<file path="src/rtl/tl_ul_ram_responder_if.sv">
// TL-UL A/D channel bundle between one requester (master) and one
// responder (slave). Handshake: a beat moves on a channel at a rising clock
// edge where that channel's valid and ready are both 1. The sender holds the
// payload stable while valid=1 and ready=0. A sender never withdraws valid
// before the beat moves, and ready may depend combinationally on state only.
interface tl_ul_ram_responder_if #(
  parameter int ADDR_WIDTH   = 9,
  parameter int SOURCE_WIDTH = 2
);
  logic                    a_valid;
  logic                    a_ready;
  logic [2:0]              a_opcode;
  logic [2:0]              a_param;
  logic [1:0]              a_size;
  logic [SOURCE_WIDTH-1:0] a_source;
  logic [ADDR_WIDTH-1:0]   a_address;
  logic [3:0]              a_mask;
  logic [31:0]             a_data;
  logic                    a_corrupt;

  logic                    d_valid;
  logic                    d_ready;
  logic [2:0]              d_opcode;
  logic [1:0]              d_param;
  logic [1:0]              d_size;
  logic [SOURCE_WIDTH-1:0] d_source;
  logic                    d_sink;
  logic                    d_denied;
  logic [31:0]             d_data;
  logic                    d_corrupt;

  modport master (
    output a_valid, a_opcode, a_param, a_size, a_source, a_address, a_mask,
           a_data, a_corrupt, d_ready,
    input  a_ready, d_valid, d_opcode, d_param, d_size, d_source, d_sink,
           d_denied, d_data, d_corrupt
  );

  modport slave (
    input  a_valid, a_opcode, a_param, a_size, a_source, a_address, a_mask,
           a_data, a_corrupt, d_ready,
    output a_ready, d_valid, d_opcode, d_param, d_size, d_source, d_sink,
           d_denied, d_data, d_corrupt
  );
endinterface

</file>
<file path="src/rtl/tl_ul_ram_responder.sv">
// TL-UL responder in front of a 32-bit flop RAM. Legal Get/PutFull/
// PutPartial requests access the RAM; anything else is answered with a
// denied response. Responses leave in request order through a 2-entry queue
// whose head registers drive the D channel directly.
module tl_ul_ram_responder #(
  parameter int ADDR_WIDTH   = 9,
  parameter int SOURCE_WIDTH = 2
) (
  input  logic clock,
  input  logic reset,
  tl_ul_ram_responder_if.slave tl
);
  localparam int DEPTH = 1 << (ADDR_WIDTH - 2);

  typedef struct packed {
    logic [2:0]              opcode;
    logic [1:0]              size;
    logic [SOURCE_WIDTH-1:0] source;
    logic                    denied;
    logic [31:0]             data;
    logic                    corrupt;
  } rsp_t;

  rsp_t                  q0, q1, rsp_new;
  logic [1:0]            count;
  logic [3:0]            em;
  logic                  misaligned, op_legal, is_get, denied;
  logic                  a_fire, d_fire, ram_we;
  logic [ADDR_WIDTH-3:0] word_idx;
  logic [31:0]           mem [DEPTH];

  assign word_idx    = tl.a_address[ADDR_WIDTH-1:2];
  assign tl.a_ready  = (count != 2'd2);
  assign tl.d_valid  = (count != 2'd0);
  // A beat offered during reset is neither accepted nor written.
  assign a_fire      = tl.a_valid & tl.a_ready & ~reset;
  assign d_fire      = tl.d_valid & tl.d_ready;

  // Expected byte lanes for the requested size and low address bits.
  always_comb begin
    em = 4'h0;
    case (tl.a_size)
      2'd0:    em = 4'b0001 << tl.a_address[1:0];
      2'd1:    em = tl.a_address[1] ? 4'b1100 : 4'b0011;
      2'd2:    em = 4'hF;
      default: em = 4'h0;
    endcase
  end

  // Legality of the presented request and the response it will produce.
  always_comb begin
    misaligned = ((tl.a_size == 2'd1) && tl.a_address[0]) ||
                 ((tl.a_size == 2'd2) && (tl.a_address[1:0] != 2'd0));
    op_legal   = (tl.a_opcode == 3'd0) || (tl.a_opcode == 3'd1) ||
                 (tl.a_opcode == 3'd4);
    is_get     = (tl.a_opcode == 3'd4);
    denied     = !op_legal || (tl.a_param != 3'd0) || (tl.a_size == 2'd3) ||
                 misaligned ||
                 ((tl.a_opcode == 3'd0) && (tl.a_mask != em)) ||
                 ((tl.a_opcode == 3'd1) && ((tl.a_mask & ~em) != 4'h0));

    rsp_new        = '0;
    rsp_new.size   = tl.a_size;
    rsp_new.source = tl.a_source;
    rsp_new.opcode = is_get ? 3'd1 : 3'd0;
    if (denied) begin
      rsp_new.denied  = 1'b1;
      // Only a data-carrying response can flag its (absent) data as bad.
      rsp_new.corrupt = is_get;
    end else if (is_get) begin
      // Whole word is returned whatever the size; the requester picks lanes.
      rsp_new.data = mem[word_idx];
    end
  end

  // A poisoned Put is acknowledged normally but leaves the RAM untouched.
  assign ram_we = a_fire && !denied && !is_get && !tl.a_corrupt;

  // Byte-masked RAM write; the array is deliberately never reset.
  always_ff @(posedge clock) begin
    if (ram_we) begin
      for (int b = 0; b < 4; b++) begin
        if (tl.a_mask[b]) mem[word_idx][8*b +: 8] <= tl.a_data[8*b +: 8];
      end
    end
  end

  // Two-entry in-order response queue; q0 is always the head.
  always_ff @(posedge clock) begin
    if (reset) begin
      count <= 2'd0;
      q0    <= '0;
      q1    <= '0;
    end else begin
      case ({a_fire, d_fire})
        2'b10: begin
          if (count == 2'd0) q0 <= rsp_new;
          else               q1 <= rsp_new;
          count <= count + 2'd1;
        end
        2'b01: begin
          q0    <= q1;
          q1    <= '0;
          count <= count - 2'd1;
        end
        // Simultaneous enqueue/dequeue only happens with one entry held.
        2'b11: q0 <= rsp_new;
        default: ;
      endcase
    end
  end

  assign tl.d_opcode  = q0.opcode;
  assign tl.d_param   = 2'd0;
  assign tl.d_size    = q0.size;
  assign tl.d_source  = q0.source;
  assign tl.d_sink    = 1'b0;
  assign tl.d_denied  = q0.denied;
  assign tl.d_data    = q0.data;
  assign tl.d_corrupt = q0.corrupt;
endmodule

</file>
<file path="src/flat_wrapper.sv">
// flat-port wrapper written by rule: the top's interface ports become plain ports
module tl_ul_ram_responder_flat 
#(
  parameter int ADDR_WIDTH   = 9,
  parameter int SOURCE_WIDTH = 2
)
  (clock, reset, tl_a_valid, tl_a_opcode, tl_a_param, tl_a_size, tl_a_source, tl_a_address, tl_a_mask, tl_a_data, tl_a_corrupt, tl_d_ready, tl_a_ready, tl_d_valid, tl_d_opcode, tl_d_param, tl_d_size, tl_d_source, tl_d_sink, tl_d_denied, tl_d_data, tl_d_corrupt);
  tl_ul_ram_responder_if #(.ADDR_WIDTH(ADDR_WIDTH), .SOURCE_WIDTH(SOURCE_WIDTH)) tl_i ();
  input  logic clock;
  input  logic reset;
  input wire logic [$bits(tl_i.a_valid)-1:0] tl_a_valid;
  input wire logic [$bits(tl_i.a_opcode)-1:0] tl_a_opcode;
  input wire logic [$bits(tl_i.a_param)-1:0] tl_a_param;
  input wire logic [$bits(tl_i.a_size)-1:0] tl_a_size;
  input wire logic [$bits(tl_i.a_source)-1:0] tl_a_source;
  input wire logic [$bits(tl_i.a_address)-1:0] tl_a_address;
  input wire logic [$bits(tl_i.a_mask)-1:0] tl_a_mask;
  input wire logic [$bits(tl_i.a_data)-1:0] tl_a_data;
  input wire logic [$bits(tl_i.a_corrupt)-1:0] tl_a_corrupt;
  input wire logic [$bits(tl_i.d_ready)-1:0] tl_d_ready;
  output wire logic [$bits(tl_i.a_ready)-1:0] tl_a_ready;
  output wire logic [$bits(tl_i.d_valid)-1:0] tl_d_valid;
  output wire logic [$bits(tl_i.d_opcode)-1:0] tl_d_opcode;
  output wire logic [$bits(tl_i.d_param)-1:0] tl_d_param;
  output wire logic [$bits(tl_i.d_size)-1:0] tl_d_size;
  output wire logic [$bits(tl_i.d_source)-1:0] tl_d_source;
  output wire logic [$bits(tl_i.d_sink)-1:0] tl_d_sink;
  output wire logic [$bits(tl_i.d_denied)-1:0] tl_d_denied;
  output wire logic [$bits(tl_i.d_data)-1:0] tl_d_data;
  output wire logic [$bits(tl_i.d_corrupt)-1:0] tl_d_corrupt;
  assign tl_i.a_valid = tl_a_valid;
  assign tl_i.a_opcode = tl_a_opcode;
  assign tl_i.a_param = tl_a_param;
  assign tl_i.a_size = tl_a_size;
  assign tl_i.a_source = tl_a_source;
  assign tl_i.a_address = tl_a_address;
  assign tl_i.a_mask = tl_a_mask;
  assign tl_i.a_data = tl_a_data;
  assign tl_i.a_corrupt = tl_a_corrupt;
  assign tl_i.d_ready = tl_d_ready;
  assign tl_a_ready = tl_i.a_ready;
  assign tl_d_valid = tl_i.d_valid;
  assign tl_d_opcode = tl_i.d_opcode;
  assign tl_d_param = tl_i.d_param;
  assign tl_d_size = tl_i.d_size;
  assign tl_d_source = tl_i.d_source;
  assign tl_d_sink = tl_i.d_sink;
  assign tl_d_denied = tl_i.d_denied;
  assign tl_d_data = tl_i.d_data;
  assign tl_d_corrupt = tl_i.d_corrupt;
  tl_ul_ram_responder #(.ADDR_WIDTH(ADDR_WIDTH), .SOURCE_WIDTH(SOURCE_WIDTH)) u_core (.clock(clock), .reset(reset), .tl(tl_i));
endmodule
</file>
<file path="config.mk">
export PLATFORM = sky130hd
export DESIGN_NAME = tl_ul_ram_responder_flat
export DESIGN_NICKNAME = d
export VERILOG_FILES = /design/src/rtl/tl_ul_ram_responder_if.sv /design/src/rtl/tl_ul_ram_responder.sv /design/src/flat_wrapper.sv
export SDC_FILE = /design/constraint.sdc
export NUM_CORES = 2
export LEC_CHECK = 0
export CORE_ASPECT_RATIO = 1.5
export CORE_MARGIN = 2
export CORE_UTILIZATION = 30
export DETAILED_ROUTE_END_ITERATION = 10
export PLACE_DENSITY = 0.49
export SYNTH_ARGS = -nofsm -noshare
export SYNTH_HDL_FRONTEND = slang
export SYNTH_SLANG_ARGS = --single-unit
</file>
<file path="constraint.sdc">
create_clock -name clock -period 3.3 [get_ports clock]
set_input_delay 0.66 -clock clock [delete_from_list [all_inputs] [get_ports clock]]
set_output_delay 0.66 -clock clock [all_outputs]
set_load 0.005 [all_outputs]
</file>
==> impl_results.md <==
- I/O Buffers: 100
- Drt first pass iters: 6
- Largest area contributor in the netlist: edfxtp_1
- Share of the synthesized area in the top cell type: 76.2%
- GR Overflow Total: 0
- WL/cell: 31.0 µm
- Peak supply drop: roughly 0.38 mV
- Data arrival time of the worst path: 3.81 ns
- Register area share after synthesis: 77.2%
- Switching power: 0.0243 W
- Final core utilization: 36.9%
- DIE WIDTH: 603 µm
- Clock tree buffer depth: 4
- Detailed Route Iter0 Violations: between 9000 and 10000
- Synth area leaders: edfxtp_1, mux2i_1, o22ai_1, nor2_1, dfxtp_1
- Slew margin rel.: around 33%
- Post-Place Worst Slack: -0.794 ns
- Root buffer cell: clkbuf_16
- Critical Path RT: 3.97 ns
- Flops & latches, synth: between 4000 and 5000
- Postcts setup bufs: 0
- Max cap viols: 0
- H-Tree Depth: 5
- Vias per cell: 5.02
- IO Count: between 100 and 150
- Fin crit share: 95.1%
- Clock latency on the worst-skew pair: 0.97 ns
- Max Slew Vio Count: 0
- Post-synth ARST share: 0%
- Comb pwr share: 6.0%
- Largest net degree at the start of global routing: about 130
- Vias: 92600
- Initial Util: 30.0%
- Global-route wire length before repair: 769 mm
- Final std cells w/o fill: 18400
- Worst Slack Setup Final: 0.163 ns
- Switch share: 21.9%
- Core area: 0.537 mm²
- CP Max Fanout: 57
- Initial antenna violation count: 94
- Critical path class: input port to flop
- Power Density: 558 mW/mm²
- Hold WS: 0.0744 ns
- Max Fclk: 0.319 GHz
- Least-Margin Pin Slew: 1.00 ns
- Most common library cells after synthesis: edfxtp_1, mux2i_1, nor2_1, o22ai_1, clkbuf_1
- CTS Buf Count: 373
- RSZ-0062 raised after global routing: no
- Mapped Area: around 0.16 mm²
- R2R Setup Slk: 0.73 ns
- Clk slew on worst S/H paths: 0.07 ns
- Post-Syn Area per Cell: between 15 and 20 µm²
- # DRC: 0
- Layout cells sized above 1: 20.4%
- Final Hold Viols: 0
- Die height: approximately 900 µm
- Startpoint Class: input port
- Critical path endpoint category: flop
- Antenna Nets Post-Route: 0
- Nets: 11000
- Layout area overhead: 22.8%
- TritonCTS clock tree: done
- Routability congestion estimate: 0.994
- Final setup viols: 0
- Type of the most critical hold path: input port to flop
- Die ar.: 0.544 mm²
- GRT Resource Usage Total: 20.4%
- Outcome: finished, final reports clean
- Most used DFF post-synth: edfxtp_1
- Clk_skew: 0.0347 ns
- Pwr Total: 0.111 W
- Post-DP HPWL: 402 mm
- Site Rows: 330
- Final Critical Period: 3.14 ns
- Seq pwr share: 52.7%
- Post-synth EDFFs: 4096
- Ys Warns: 0
- Most common cell in the synthesized netlist: edfxtp_1
- Vias in the first global route: 94000
- Dpl cells: 17700
- Clock power share: approximately two fifths
- Total wire length: 571 mm
- Clock sinks: 4176
- Leakage power: 68.9 nW
- Post-synthesis cell type count: 42
- Internal power: 0.0863 W
- Hold_buf cts: 0
- Post-CTS resize count: 0
- Syn Inst Count: 9442
-- critical path, cell delays in order --
cell and delay (ns):
clkdlybuf4s50_1 0.42, buf_4 0.15, nand2_1 0.10, o21ai_0 0.12, ha_1 0.19, nor3_1 0.20, nand2_1 0.09, a221o_1 0.38
nor4b_2 0.35, buf_12 0.24, nand2_4 0.10, buf_12 0.19, nor2_1 0.22, buf_4 0.19
-- final cells by class --
type                            instances  area, µm²
Inverter                                5       18.8
Multi-Input combinational cell       4690      34800
Timing Repair Buffer                 1724      17100
Clock buffer                          427       9730
Tap cell                             7138       8930
Antenna cell                           32       80.1
Clock inverter                        249       2940
Fill cell                           49600     339000
Sequential cell                      4176     125000
-- flip-flops by register name, indices dropped and copies added, names as in the netlist --
| register | flops |
|---|---|
| u_core.tl.d_opcode | 1 |
| u_core.tl.d_size | 2 |
| u_core.count | 2 |
| u_core.tl.d_denied | 1 |
| u_core.tl.d_data | 32 |
| u_core.mem | 4096 |
| u_core.tl.d_source | 2 |
| u_core.tl.d_corrupt | 1 |
| u_core.q1 | 39 |
-- through the flow --
| step | cell area [µm²] | setup TNS (ns) |
|---|---|---|
| floorplan | 161000 | 0 |
| global placement | 185000 | -3831.40 |
| detailed placement | 185000 | -2815.74 |
| CTS | 198000 | 0 |
| global route | 198000 | 0 |
| finish | 198000 | 0 |
-- final timing paths --
check	startpoint	endpoint	depth (start not counted)
setup / recovery	tl_a_size[0]	u_core.mem[24][15]$_DFFE_PP_	14
hold / removal	tl_a_data[2]	u_core.mem[82][2]$_DFFE_PP_	1
setup reg to reg	u_core.count[0]$_SDFFE_PP0P_	u_core.mem[24][15]$_DFFE_PP_	8
hold reg to reg	u_core.q1[24]$_SDFFE_PP0P_	u_core.q1[24]$_SDFFE_PP0P_	2
-- routing by layer --
metal | GRT usage (%) | vias up | wire length [µm]
met5 | 0 | - | 137
met4 | 14.1 | 22 | 45300
met1 | 24.0 | 47800 | 216000
li1 | - | 40300 | -
met3 | 3.24 | 904 | 35100
met2 | 34.2 | 3518 | 275000
-- power groups by stage --
stage	clock network (W)	registers [W]	logic, W
3_5_place_dp	0	0.0594	0.00666
3_3_place_gp	0	0.0594	0.00662
4_1_cts	0.0465	0.0582	0.00667
5_1_grt	0.0484	0.0582	0.00686
6_report	0.0457	0.0582	0.00663
2_1_floorplan	0	0.0594	0.00248
-- cell families after synthesis --
group,after synthesis,synth area share (%)
other,1,0.00232
buffers and inverters,580,1.56
muxes,2051,12.7
adders and majority gates,6,0.0465
and+or+nand+nor,1350,3.37
AOI/OAI and AO/OA,1276,5.10
DFF,4176,77.2
xor gates and xnor gates,2,0.0109
-- cells in the final DEF, fill, tap and decap left out, types with 4 or more instances in the layout --
cell type | Yosys | layout
nand2_4 | 0 | 4
and3_1 | 33 | 33
nor3_1 | 12 | 11
o21ai_0 | 7 | 7
a41oi_1 | 127 | 127
or4b_4 | 0 | 4
nor4_4 | 0 | 10
bufinv_16 | 0 | 57
o22ai_1 | 1056 | 1056
a21oi_1 | 38 | 37
nor2_1 | 1057 | 1056
o21ai_1 | 32 | 32
clkbuf_1 | 262 | 43
nand4b_1 | 4 | 4
buf_4 | 8 | 1336
clkinv_1 | 0 | 46
conb_1 | 1 | 5
clkinv_4 | 0 | 16
nand2_1 | 175 | 170
clkinvlp_4 | 0 | 26
diode_2 | 0 | 32
nor4_2 | 0 | 14
nand2b_1 | 6 | 4
mux2i_1 | 2051 | 2051
buf_12 | 0 | 320
edfxtp_1 | 4096 | 4096
nor2b_1 | 5 | 4
ha_1 | 6 | 5
clkbuf_16 | 0 | 380
inv_8 | 0 | 5
a22oi_1 | 6 | 6
nor4_1 | 34 | 10
inv_1 | 5 | 5
clkdlybuf4s50_1 | 0 | 66
dfxtp_1 | 80 | 80
a211oi_1 | 6 | 6
nand4bb_4 | 0 | 6
inv_6 | 0 | 17
clkinv_2 | 0 | 74
clkbuf_8 | 0 | 4
Power figures use the tool's default switching activity.
